[src/rtl/bus_port_fifo.sv]
// Bus port: first-word-fall-through TX FIFO toward the bus plus a one-deep RX capture register.
// Optional per-port traffic counters are built only when PORT_STATS_EN is defined.
module bus_port_fifo #(
    parameter int          drvrs   = 4,
    parameter int          pckg_sz = 16,
    parameter int          depth   = 8,
    parameter int          id      = 0,
    parameter logic [7:0]  bdcst   = 8'hFF
) (
    input  logic                       clk,
    input  logic                       reset,
    input  logic                       wr_en,
    input  logic [pckg_sz-1:0]         wr_data,
    output logic                       full,
    output logic                       pndng,
    output logic [pckg_sz-1:0]         D_pop,
    input  logic                       pop,
    input  logic                       push,
    input  logic [pckg_sz-1:0]         D_push,
    output logic                       rx_valid,
    output logic [pckg_sz-1:0]         rx_data,
    output logic                       rx_err,
    output logic [$clog2(depth):0]     count,
    output logic                       ovf,
    output logic                       udf,
    output logic [15:0]                tx_cnt,
    output logic [15:0]                rx_cnt
);

    localparam int             AW      = $clog2(depth);
    localparam int             CW      = AW + 1;
    localparam logic [CW-1:0]  DEPTH_C = CW'(depth);
    // Legal ids are below drvrs, so the modulo only matters for a misconfigured instance.
    localparam logic [7:0]     ID_ADDR = 8'(id % drvrs);

    logic [pckg_sz-1:0] mem_q [depth];
    logic [pckg_sz-1:0] mem_d [depth];
    logic [AW-1:0]      rd_ptr_q, rd_ptr_d;
    logic [AW-1:0]      wr_ptr_q, wr_ptr_d;
    logic [CW-1:0]      count_q, count_d;
    logic               ovf_q, ovf_d;
    logic               udf_q, udf_d;
    logic               rx_valid_q, rx_valid_d;
    logic               rx_err_q, rx_err_d;
    logic [pckg_sz-1:0] rx_data_q, rx_data_d;

    logic               is_full;
    logic               is_pndng;
    logic               wr_acc;
    logic               pop_acc;
    logic [7:0]         rx_addr;

    assign is_full  = (count_q == DEPTH_C);
    assign is_pndng = (count_q != '0);
    // A pop frees the head slot in the same cycle, so a write to a full FIFO is accepted then.
    assign pop_acc  = pop && is_pndng;
    assign wr_acc   = wr_en && (!is_full || pop_acc);
    assign rx_addr  = D_push[pckg_sz-1 -: 8];

    always_comb begin
        mem_d      = mem_q;
        rd_ptr_d   = rd_ptr_q;
        wr_ptr_d   = wr_ptr_q;
        count_d    = count_q;
        ovf_d      = ovf_q;
        udf_d      = udf_q;
        rx_valid_d = push;
        rx_err_d   = push && (rx_addr != ID_ADDR) && (rx_addr != bdcst);
        rx_data_d  = push ? D_push : rx_data_q;

        if (wr_acc) begin
            mem_d[wr_ptr_q] = wr_data;
            wr_ptr_d        = wr_ptr_q + 1'b1;
        end
        if (pop_acc) begin
            rd_ptr_d = rd_ptr_q + 1'b1;
        end
        case ({wr_acc, pop_acc})
            2'b10:   count_d = count_q + 1'b1;
            2'b01:   count_d = count_q - 1'b1;
            default: count_d = count_q;
        endcase
        if (wr_en && is_full && !pop) begin
            ovf_d = 1'b1;
        end
        if (pop && !is_pndng) begin
            udf_d = 1'b1;
        end
    end

    // Storage is not reset; D_pop is gated by occupancy so stale entries never leak out.
    always_ff @(posedge clk) begin
        mem_q <= mem_d;
    end

    always_ff @(posedge clk) begin
        if (reset) begin
            rd_ptr_q   <= '0;
            wr_ptr_q   <= '0;
            count_q    <= '0;
            ovf_q      <= 1'b0;
            udf_q      <= 1'b0;
            rx_valid_q <= 1'b0;
            rx_err_q   <= 1'b0;
            rx_data_q  <= '0;
        end else begin
            rd_ptr_q   <= rd_ptr_d;
            wr_ptr_q   <= wr_ptr_d;
            count_q    <= count_d;
            ovf_q      <= ovf_d;
            udf_q      <= udf_d;
            rx_valid_q <= rx_valid_d;
            rx_err_q   <= rx_err_d;
            rx_data_q  <= rx_data_d;
        end
    end

`ifdef PORT_STATS_EN
    logic [15:0] tx_cnt_q, tx_cnt_d;
    logic [15:0] rx_cnt_q, rx_cnt_d;

    always_comb begin
        tx_cnt_d = tx_cnt_q;
        rx_cnt_d = rx_cnt_q;
        if (pop_acc && (tx_cnt_q != 16'hFFFF)) begin
            tx_cnt_d = tx_cnt_q + 16'd1;
        end
        if (push && (rx_cnt_q != 16'hFFFF)) begin
            rx_cnt_d = rx_cnt_q + 16'd1;
        end
    end

    always_ff @(posedge clk) begin
        if (reset) begin
            tx_cnt_q <= '0;
            rx_cnt_q <= '0;
        end else begin
            tx_cnt_q <= tx_cnt_d;
            rx_cnt_q <= rx_cnt_d;
        end
    end

    assign tx_cnt = tx_cnt_q;
    assign rx_cnt = rx_cnt_q;
`else
    assign tx_cnt = '0;
    assign rx_cnt = '0;
`endif

    assign full     = is_full;
    assign pndng    = is_pndng;
    assign D_pop    = is_pndng ? mem_q[rd_ptr_q] : '0;
    assign count    = count_q;
    assign ovf      = ovf_q;
    assign udf      = udf_q;
    assign rx_valid = rx_valid_q;
    assign rx_err   = rx_err_q;
    assign rx_data  = rx_data_q;

endmodule

[config.mk]
export PLATFORM = sky130hd
export DESIGN_NAME = bus_port_fifo
export DESIGN_NICKNAME = d
export VERILOG_FILES = /design/src/rtl/bus_port_fifo.sv
export SDC_FILE = /design/constraint.sdc
export NUM_CORES = 1
export LEC_CHECK = 0
export BUFFER_PORTS_ARGS = -buffer_cell sky130_fd_sc_hd__buf_2
export CORE_UTILIZATION = 40
export CTS_BUF_LIST = sky130_fd_sc_hd__clkbuf_16
export DETAILED_ROUTE_END_ITERATION = 6
export PLACE_DENSITY = 0.64
export SLEW_MARGIN = 20
export SYNTH_ARGS = -nofsm -noshare
export SYNTH_HDL_FRONTEND = slang
export SYNTH_SLANG_ARGS = --single-unit
[constraint.sdc]
create_clock -name clk -period 3.3 [get_ports clk]
set_clock_uncertainty 0.1 [all_clocks]
set_input_delay 0.33 -clock clk [delete_from_list [all_inputs] [get_ports clk]]
set_output_delay 0.33 -clock clk [all_outputs]
set_load 0.02 [all_outputs]
==> results of run 1 <==
## cells in the mapped netlist
| library cell | n |
|---|---|
| nand4_1 | 2 |
| clkbuf_1 | 10 |
| nor4_1 | 3 |
| or4b_1 | 1 |
| nor2b_1 | 2 |
| nor4bb_1 | 1 |
| xor2_1 | 6 |
| dfxtp_1 | 30 |
| nand2b_1 | 2 |
| buf_2 | 7 |
| o21ai_4 | 1 |
| inv_1 | 2 |
| buf_6 | 2 |
| nand3_1 | 2 |
| a211o_1 | 1 |
| nand2_1 | 2 |
| nand4b_1 | 1 |
| buf_1 | 1 |
| mux4_2 | 32 |
| edfxtp_1 | 128 |
| o211ai_1 | 2 |
| buf_4 | 33 |
| ha_1 | 5 |
| nor3_1 | 4 |
| o21ai_0 | 4 |
| and2_0 | 1 |
| conb_1 | 1 |
| nor4b_1 | 1 |
| a21oi_1 | 5 |
| or3_1 | 1 |
| nor2_1 | 47 |
| mux2i_1 | 35 |
| xnor2_1 | 1 |
| nor4_4 | 1 |
## layout make-up
cell class	instances	area [um^2]
clock buffers	17	425.4
diodes	1	2.502
fillers	1301	7851
clock inverters	15	170.2
repair buffers	90	493.0
inverters	2	7.507
multi-input cells	195	1768
well taps	211	264.0
flip-flops and latches	158	4446
## cells by family after synthesis
group / synth area share (%)
flops: 69.19
simple gates: 5.318
mux: 16.67
buf+inv: 5.512
compound gates: 1.324
xor+xnor: 0.9544
fa+ha+maj: 0.9739
other cells: 0.05838
## critical path: cells and delay by family, from the launching register on
family	cells	cell delay, ns
and+or+nand+nor	2	0.98
AOI/OAI and AO/OA	3	0.67
adders and majority gates	2	0.52
DFF	1	0.39
xor gates and xnor gates	2	0.21
## state kept, by name (all words and copies together), names as in the netlist
register	flops
mem_q	128
rx_data	16
rd_ptr_q	3
count	4
rx_valid	1
ovf	1
udf	1
wr_ptr_q	3
rx_err	1
## placed cells by master (no fill, tap or decap), types with 2 or more instances in the layout
cell and n:
nand3_1 2, nor4_1 2, a21oi_1 5, nand4_1 2, nor3_2 4, o21ai_0 4
bufinv_16 3, ha_1 5, nand2_1 2, o211ai_1 2, inv_6 2, inv_1 4
edfxtp_1 128, nand2b_1 2, buf_2 78, buf_4 11, nor2b_1 2, mux2i_1 35
xor2_1 6, conb_1 32, nor2_1 47, clkbuf_16 17, clkinv_1 2, dfxtp_1 29
mux4_2 32, clkinvlp_4 3
## worst max path at each step
stage / startpoint / endpoint / slack (ns) / depth (start not counted)
finish: count[0]$_SDFFE_PP0P_ / count[2]$_SDFFE_PP0P_ / 0.35 / 9
global placement: count[1]$_SDFFE_PP0P_ / count[2]$_SDFFE_PP0P_ / 0.52 / 9
floorplan: count[0]$_SDFFE_PP0P_ / mem_q[112]$_DFFE_PP_ / 0.23 / 4
detailed placement: count[0]$_SDFFE_PP0P_ / count[2]$_SDFFE_PP0P_ / 0.39 / 9
CTS: count[0]$_SDFFE_PP0P_ / count[2]$_SDFFE_PP0P_ / 0.39 / 9
global route: count[0]$_SDFFE_PP0P_ / count[2]$_SDFFE_PP0P_ / 0.22 / 9
## layer usage
layer | global-route usage (%) | part of all wire, % | wire (um)
met3 | 4.699 | 4.1 | 498
met5 | 0 | 0 | 0
met2 | 27.34 | 52 | 6279
met1 | 18.36 | 42 | 5110
met4 | 6.505 | 1.2 | 142
## power by group through the flow
stage / Combinational, W / Clock [W] / Sequential, W
floorplan: 0.000985 / 0 / 0.00240
global placement: 0.00137 / 0 / 0.00240
detailed placement: 0.00140 / 0 / 0.00241
CTS: 0.00140 / 0.00198 / 0.00237
global route: 0.00149 / 0.00206 / 0.00239
finish: 0.00138 / 0.00195 / 0.00237
## metrics by stage
stage / area (um^2) / setup WS (ns)
after CTS: 7574 / 0.3875
after detailed placement: 6978 / 0.3862
after global routing: 7574 / 0.2230
final: 7576 / 0.3506
after global placement: 6978 / 0.5207
after floorplan: 6540 / 0.2273
==> results.yml, run 1 <==
outcome:
  status: "completed"
global_routing:
  first_global_vias: 3472
  grt_use_total_pct: 15.80
  grt_max_degree: 33
  grt_pass1_wl_um: 18720
  overflow: 0
  antenna_found_initial: 1
pwr:
  total_power_w: 0.005698
  p_int_w: 0.004010
  power.switching_w: 0.001687
  switching_share_pct: 29.62
  clkPwrFrac_pct: 34.2
  total_leakage_power_nw: 2.768
  peakVddDrop_uv: 404.0
  seq_power_share_pct: 41.6
  p_per_area_nw_per_um2: 752.1
  pwr-share-comb_pct: 24.1
placement:
  dp_cells: 656
  hpwl_um: 7174
  gp_congestion: 0.8013
  port_buffers: 78
yosys:
  synth-seq-cells: 158
  syn_avg_cell_area_um2: 17.04
  synth.distinct_cells: 34
  yosysSeqAreaShare_pct: 69.19
  synthTopCellsByArea: "edfxtp_1 (60%), mux4_2 (11%), dfxtp_1 (9.3%)"
  syn-cell-area_um2: 6424
  yosysTopAreaCell: "edfxtp_1"
  yosysWarningCount: 0
  synth_cells: 377
  yosysTopAreaCellShare_pct: 59.84
min_path:
  hold_path_end: "rx_data[3]$_SDFFE_PP0P_"
  hp-class: "input port to flip-flop"
  hp-start: "D_push[3]"
  hold_depth: 3
floorplan:
  fp.dieH_um: 128.7
  io_pins: 111
  die_w_um: 128.7
  dieArea_um2: 16570
  core-area_um2: 15430
  start_util_pct: 41.64
  num_rows: 45
timing:
  finalSetupTns_ns: 0
  worstMarginPinSlew_ns: 0.5571
  holdWs_ns: 0.04839
  fin_crit_sh_pct: 89.38
  rsz0062_at_grt: "no"
  setup_violations: 0
  final_max_slew_viol_count: 0
  maxSlewHeadroom_pct: 62.81
  max_freq_mhz: 339.0
  fin_crit_ns: 2.949
  hold_viol: 0
clock_network:
  postCtsResizedCells: 0
  cts_tree: "done"
  clk_pin_slew_ns: 0.06
  post_cts_buffers: 0
  clockBufferDepth: 2
  clk_latency_ns: 0.42
  htree_levels: 4
  cts_made_buffers: 17
  cts-root-buf: "clkbuf_16"
  cts.sinks: 158
  cts_hold_buf: 0
route:
  vias_per_cell: 4.888
  wirelength_um: 12030
  drt-pass1-iter-count: 4
  first_iter_violations: 218
  vias: 3368
  drc: 0
  detail_route.wl_per_cell_um: 17.46
  antenna_left: 0
setup_path:
  worst_ep_arrival_time_ns: 3.20
  critical_path.max_fanout: 8
  crit_slowest_cell: "or4b_1"
  cp.required_ns: 3.55
  reg2reg_depth: 9
  rrSetupSlack_ns: 0.35
  reg2reg_from: "count[0]$_SDFFE_PP0P_"
  critPathKind: "flip-flop to flip-flop"
  cp_cell_sequence: "or4b_1 > o21ai_4 > ha_1 > xor2_1 > ha_1 > a21oi_1 > xor2_1 > or3_1 > a21oi_1"
  slowest_delay_ns: 0.67
  worstReg2RegEnd: "count[2]$_SDFFE_PP0P_"
  worstSetupStartpointType: "flip-flop"
  timing.critical_path.to_type: "flip-flop"
finish:
  finalNonFillerCells: 689
  area_growth_pct: 17.94
  nNetsFinal: 506
  drive_gt1_share_pct: 33.12
  final_util_pct: 49.11
run:
  maxCapViolations: 0
Note: power is estimated with default switching activity, not from simulation.
==> inputs of run 2 (changes only) <==
Settings changed: CORE_ASPECT_RATIO set to 1.75.
==> results.yml, run 2 (synthesized netlist as in run 1, its figures left out) <==
outcome:
  status: "finished with violations"
  violations: "design-rule violations"
timing:
  max_freq_mhz: 338.8
  setup_violations: 0
  finalSetupTns_ns: 0
  final_max_slew_viol_count: 0
  worstMarginPinSlew_ns: 0.9233
  fin_crit_ns: 2.952
  hold_viol: 0
  rsz0062_at_grt: "no"
  fin_crit_sh_pct: 89.45
  worst_slack_ns: 0.3483
  maxSlewHeadroom_pct: 38.25
clock_network:
  cts-root-buf: "clkbuf_16"
  cts_hold_buf: 0
  post_cts_buffers: 0
  clockBufferDepth: 2
  cts_made_buffers: 17
  htree_levels: 4
  postCtsResizedCells: 0
  clk_latency_ns: 0.42
  cts_tree: "done"
  clk_pin_slew_ns: 0.07
  cts.sinks: 158
pwr:
  p_int_w: 0.003823
  power.switching_w: 0.001751
  peakVddDrop_uv: 563.9
  p_per_area_nw_per_um2: 740.7
  clkPwrFrac_pct: 33.1
  total_leakage_power_nw: 2.739
  seq_power_share_pct: 42.5
  pwr-share-comb_pct: 24.4
  switching_share_pct: 31.42
route:
  detail_route.wl_per_cell_um: 17.18
  drt-pass1-iter-count: 6
  first_iter_violations: 219
  drc: 22
  antenna_left: 0
  wirelength_um: 11430
  vias: 3359
  vias_per_cell: 5.051
floorplan:
  dieArea_um2: 16590
  die_w_um: 97.80
  fp.dieH_um: 169.6
  num_rows: 61
  start_util_pct: 40.66
  io_pins: 111
  core-area_um2: 15800
global_routing:
  first_global_vias: 3421
  overflow: 0
  grt_pass1_wl_um: 18050
  grt_use_total_pct: 14.81
  antenna_found_initial: 0
  grt_max_degree: 33
setup_path:
  timing.critical_path.to_type: "flip-flop"
  worst_ep_arrival_time_ns: 3.20
  worstSetupStartpointType: "flip-flop"
  critPathKind: "flip-flop to flip-flop"
  cp.required_ns: 3.55
  critical_path.max_fanout: 9
  reg2reg_depth: 9
placement:
  gp_congestion: 0.6782
  post-place-ws_ns: 0.3618
  hpwl_um: 7225
  port_buffers: 78
finish:
  drive_gt1_share_pct: 33.82
  fillCellCount: 1342
  layout_commonest_cell: "edfxtp_1"
  final_cell_mix: "edfxtp_1 (128), buf_2 (78), nor2_1 (47)"
  top_register: "mem_q"
  antenna_cells: 0
  largest_reg_flops: 128
  nNetsFinal: 505
  area_growth_pct: 17.16
min_path:
  hp-class: "input port to flip-flop"
  hold_depth: 3
run:
  maxCapViolations: 0
## run 2: cell count changes in the layout (fill, tap and decap cells not counted), moves of 2 or more
| cell | change |
|---|---|
| clkinv_1 | -2 |
| inv_8 | +3 |
| bufinv_16 | -3 |
| clkinv_8 | +2 |
| inv_1 | -2 |
| clkinv_4 | +2 |
## run 2: final timing paths
kind	from	to	slack (ns)
worst max-delay path	count[1]$_SDFFE_PP0P_	count[2]$_SDFFE_PP0P_	0.35
worst min-delay path	D_push[4]	rx_data[4]$_SDFFE_PP0P_	0.04
worst max register to register	count[1]$_SDFFE_PP0P_	count[2]$_SDFFE_PP0P_	0.35
worst min register to register	ovf$_SDFFE_PP0P_	ovf$_SDFFE_PP0P_	0.38
## run 2: layout make-up
| cell class | count | area (um^2) | share of cell area [%] |
|---|---|---|---|
| sequential | 158 | 4446 | 59.07 |
| multi-input combinational | 195 | 1774 | 23.57 |
| timing repair buffer | 89 | 485.5 | 6.451 |
| clock buffer | 17 | 425.4 | 5.653 |
| tap | 189 | 236.5 | 3.142 |
| clock inverter | 15 | 151.4 | 2.012 |
| inverter | 2 | 7.507 | 0.09975 |
## run 2: stage by stage
step / instances / hold slack [ns] / util (%) / power [W] / area, um^2
2_1_floorplan: 408 / 0.3101 / - / 0.003388 / 6540
3_3_place_gp: 633 / 0.3495 / 43.99 / 0.003775 / 6949
3_5_place_dp: 633 / 0.3649 / 43.99 / 0.003807 / 6949
4_1_cts: 665 / 0.03364 / 47.64 / 0.005641 / 7526
5_1_grt: 665 / 0.04986 / 47.64 / 0.005821 / 7526
6_report: 665 / 0.04263 / 47.64 / 0.005575 / 7526
## run 2: worst max-delay path, stage by stage (launching register included)
cell,delay (ns)
dfxtp_1,0.40
or4b_1,0.66
o21ai_4,0.33
ha_1,0.32
xor2_1,0.20
ha_1,0.17
a21oi_1,0.06
xor2_1,0.17
or3_1,0.32
a21oi_1,0.14
## run 2: power groups by stage
stage	logic [W]	clock network, W	registers (W)
finish	0.00136	0.00185	0.00237
global route	0.00148	0.00195	0.00239
CTS	0.00139	0.00188	0.00237
detailed placement	0.00139	0	0.00242
global placement	0.00137	0	0.00241
floorplan	0.000985	0	0.00240
## run 2: per-layer routing
layer | part of all wire, % | up-vias | track usage [%]
met3 | 4.3 | 13 | 3.377
met4 | 1.4 | 0 | 5.731
li1 | - | 1546 | -
met2 | 55 | 109 | 27.44
met1 | 39 | 1691 | 16.30
met5 | 0 | - | 0
==> inputs of run 3 (changes only) <==
Settings changed: CELL_PAD_IN_SITES_DETAIL_PLACEMENT set to 1, CELL_PAD_IN_SITES_GLOBAL_PLACEMENT set to 2, PLACE_DENSITY 0.64 to 0.83.
==> results.yml, run 3 (synthesized netlist as in run 1, its figures left out) <==
outcome:
  status: "finished with violations"
  violations: "design-rule violations"
setup_path:
  timing.critical_path.to_type: "flip-flop"
  slowest_delay_ns: 0.68
  critical_path.max_fanout: 8
  cp.required_ns: 3.54
  rrSetupSlack_ns: 0.31
  critPathKind: "flip-flop to flip-flop"
  worstSetupStartpointType: "flip-flop"
  reg2reg_depth: 9
  reg2reg_from: "count[0]$_SDFFE_PP0P_"
  worst_ep_arrival_time_ns: 3.23
  crit_slowest_cell: "or4b_1"
  cp_cell_sequence: "or4b_1 > o21ai_4 > ha_1 > xor2_1 > ha_1 > a21oi_1 > xor2_1 > or3_1 > a21oi_1"
  worstReg2RegEnd: "count[2]$_SDFFE_PP0P_"
clock_network:
  postCtsResizedCells: 0
  clk_latency_ns: 0.41
  cts_tree: "done"
  htree_levels: 4
  cts_made_buffers: 17
  post_cts_buffers: 0
  cts-root-buf: "clkbuf_16"
  cts.sinks: 158
  clockBufferDepth: 2
  cts_hold_buf: 0
  clk_pin_slew_ns: 0.06
floorplan:
  io_pins: 111
  die_w_um: 97.80
  fp.dieH_um: 169.6
  start_util_pct: 40.66
  dieArea_um2: 16590
  core-area_um2: 15800
  num_rows: 61
timing:
  fin_crit_ns: 2.986
  maxSlewHeadroom_pct: 35.26
  worst_slack_ns: 0.3137
  setup_violations: 0
  rsz0062_at_grt: "no"
  worstMarginPinSlew_ns: 0.9679
  finalSetupTns_ns: 0
  fin_crit_sh_pct: 90.49
  max_freq_mhz: 334.9
  final_max_slew_viol_count: 0
  hold_viol: 0
route:
  route.met2.wl_um: 7411
  drt-pass1-iter-count: 7
  vias: 3380
  vias_per_cell: 5.067
  first_iter_violations: 119
  drt-met1-wl_um: 4984
  wirelength_um: 12960
  detail_route.wl_per_cell_um: 19.43
  drc: 12
  highest_layer: "met4"
  antenna_left: 0
  met3_length_um: 415
min_path:
  hp-class: "input port to flip-flop"
  hold_path_end: "rx_data[1]$_SDFFE_PP0P_"
  hp-start: "D_push[1]"
  hold_depth: 3
pwr:
  peakVddDrop_uv: 355.5
  p_per_area_nw_per_um2: 738.8
  total_leakage_power_nw: 2.751
placement:
  hpwl_um: 8861
  dpl_cell_area_um2: 6975
  port_buffers: 78
  gp_congestion: 0.7059
  post-place-ws_ns: 0.3112
finish:
  top_register: "mem_q"
  drive_gt1_share_pct: 33.89
  final_cell_mix: "edfxtp_1 (128), buf_2 (78), nor2_1 (47)"
  multiInputGateArea_um2: 1793
  antenna_cells: 0
  area_growth_pct: 17.49
  regArea_um2: 4446
  largest_reg_flops: 128
  layout_commonest_cell: "edfxtp_1"
  finalInstanceArea_um2: 7547
  final_util_pct: 47.77
  fillCellCount: 1551
  nNetsFinal: 507
global_routing:
  grt_max_degree: 31
  overflow: 0
  grt_use_total_pct: 16.86
  first_global_vias: 3612
  antenna_found_initial: 0
  grt_pass1_wl_um: 20270
run:
  maxCapViolations: 0
==> run 3: worst max-delay path by stage <==
stage | depth (start not counted) | end | slack, ns | startpoint
after global placement | 9 | count[2]$_SDFFE_PP0P_ | 0.41 | count[1]$_SDFFE_PP0P_
after detailed placement | 9 | count[2]$_SDFFE_PP0P_ | 0.31 | count[0]$_SDFFE_PP0P_
after CTS | 9 | count[2]$_SDFFE_PP0P_ | 0.29 | count[0]$_SDFFE_PP0P_
after floorplan | 4 | mem_q[112]$_DFFE_PP_ | 0.23 | count[0]$_SDFFE_PP0P_
final | 9 | count[2]$_SDFFE_PP0P_ | 0.31 | count[0]$_SDFFE_PP0P_
after global routing | 9 | count[2]$_SDFFE_PP0P_ | 0.11 | count[1]$_SDFFE_PP0P_
==> run 3: layer usage <==
metal,up-vias,GRT usage [%]
met2,91,31.45
li1,1547,-
met5,-,0
met1,1737,18.31
met3,5,3.418
met4,0,7.378
==> run 3: final cells by class <==
type,count,share of cell area (%)
clock buffers,17,5.637
inverters,2,0.09947
flip-flops and latches,158,58.90
clock inverters,15,1.790
repair buffers,91,6.681
well taps,189,3.133
multi-input cells,195,23.76
==> run 3: worst max-delay path: cells and delay by family (launching register included) <==
kind,cells,cell delay [ns]
and+or+nand+nor,2,0.99
AOI/OAI and AO/OA,3,0.59
adders and majority gates,2,0.50
DFF,1,0.39
xor gates and xnor gates,2,0.34
==> run 3: where the power goes <==
part           leakage [nW]  switching [W]  total [W]  internal [W]
clock                 0.276       0.000781    0.00183       0.00105
combinational          1.06       0.000818    0.00138      0.000566
sequential             1.41      0.0000992    0.00236       0.00227
==> run 3: metrics by stage <==
step / total power [W] / hold slack (ns) / std cells
final: 0.005576 / 0.04993 / 667
after global routing: 0.005847 / 0.04452 / 667
after CTS: 0.005671 / 0.03472 / 666
after detailed placement: 0.003829 / 0.3693 / 634
after global placement: 0.003774 / 0.3494 / 634
after floorplan: 0.003388 / 0.3101 / 408
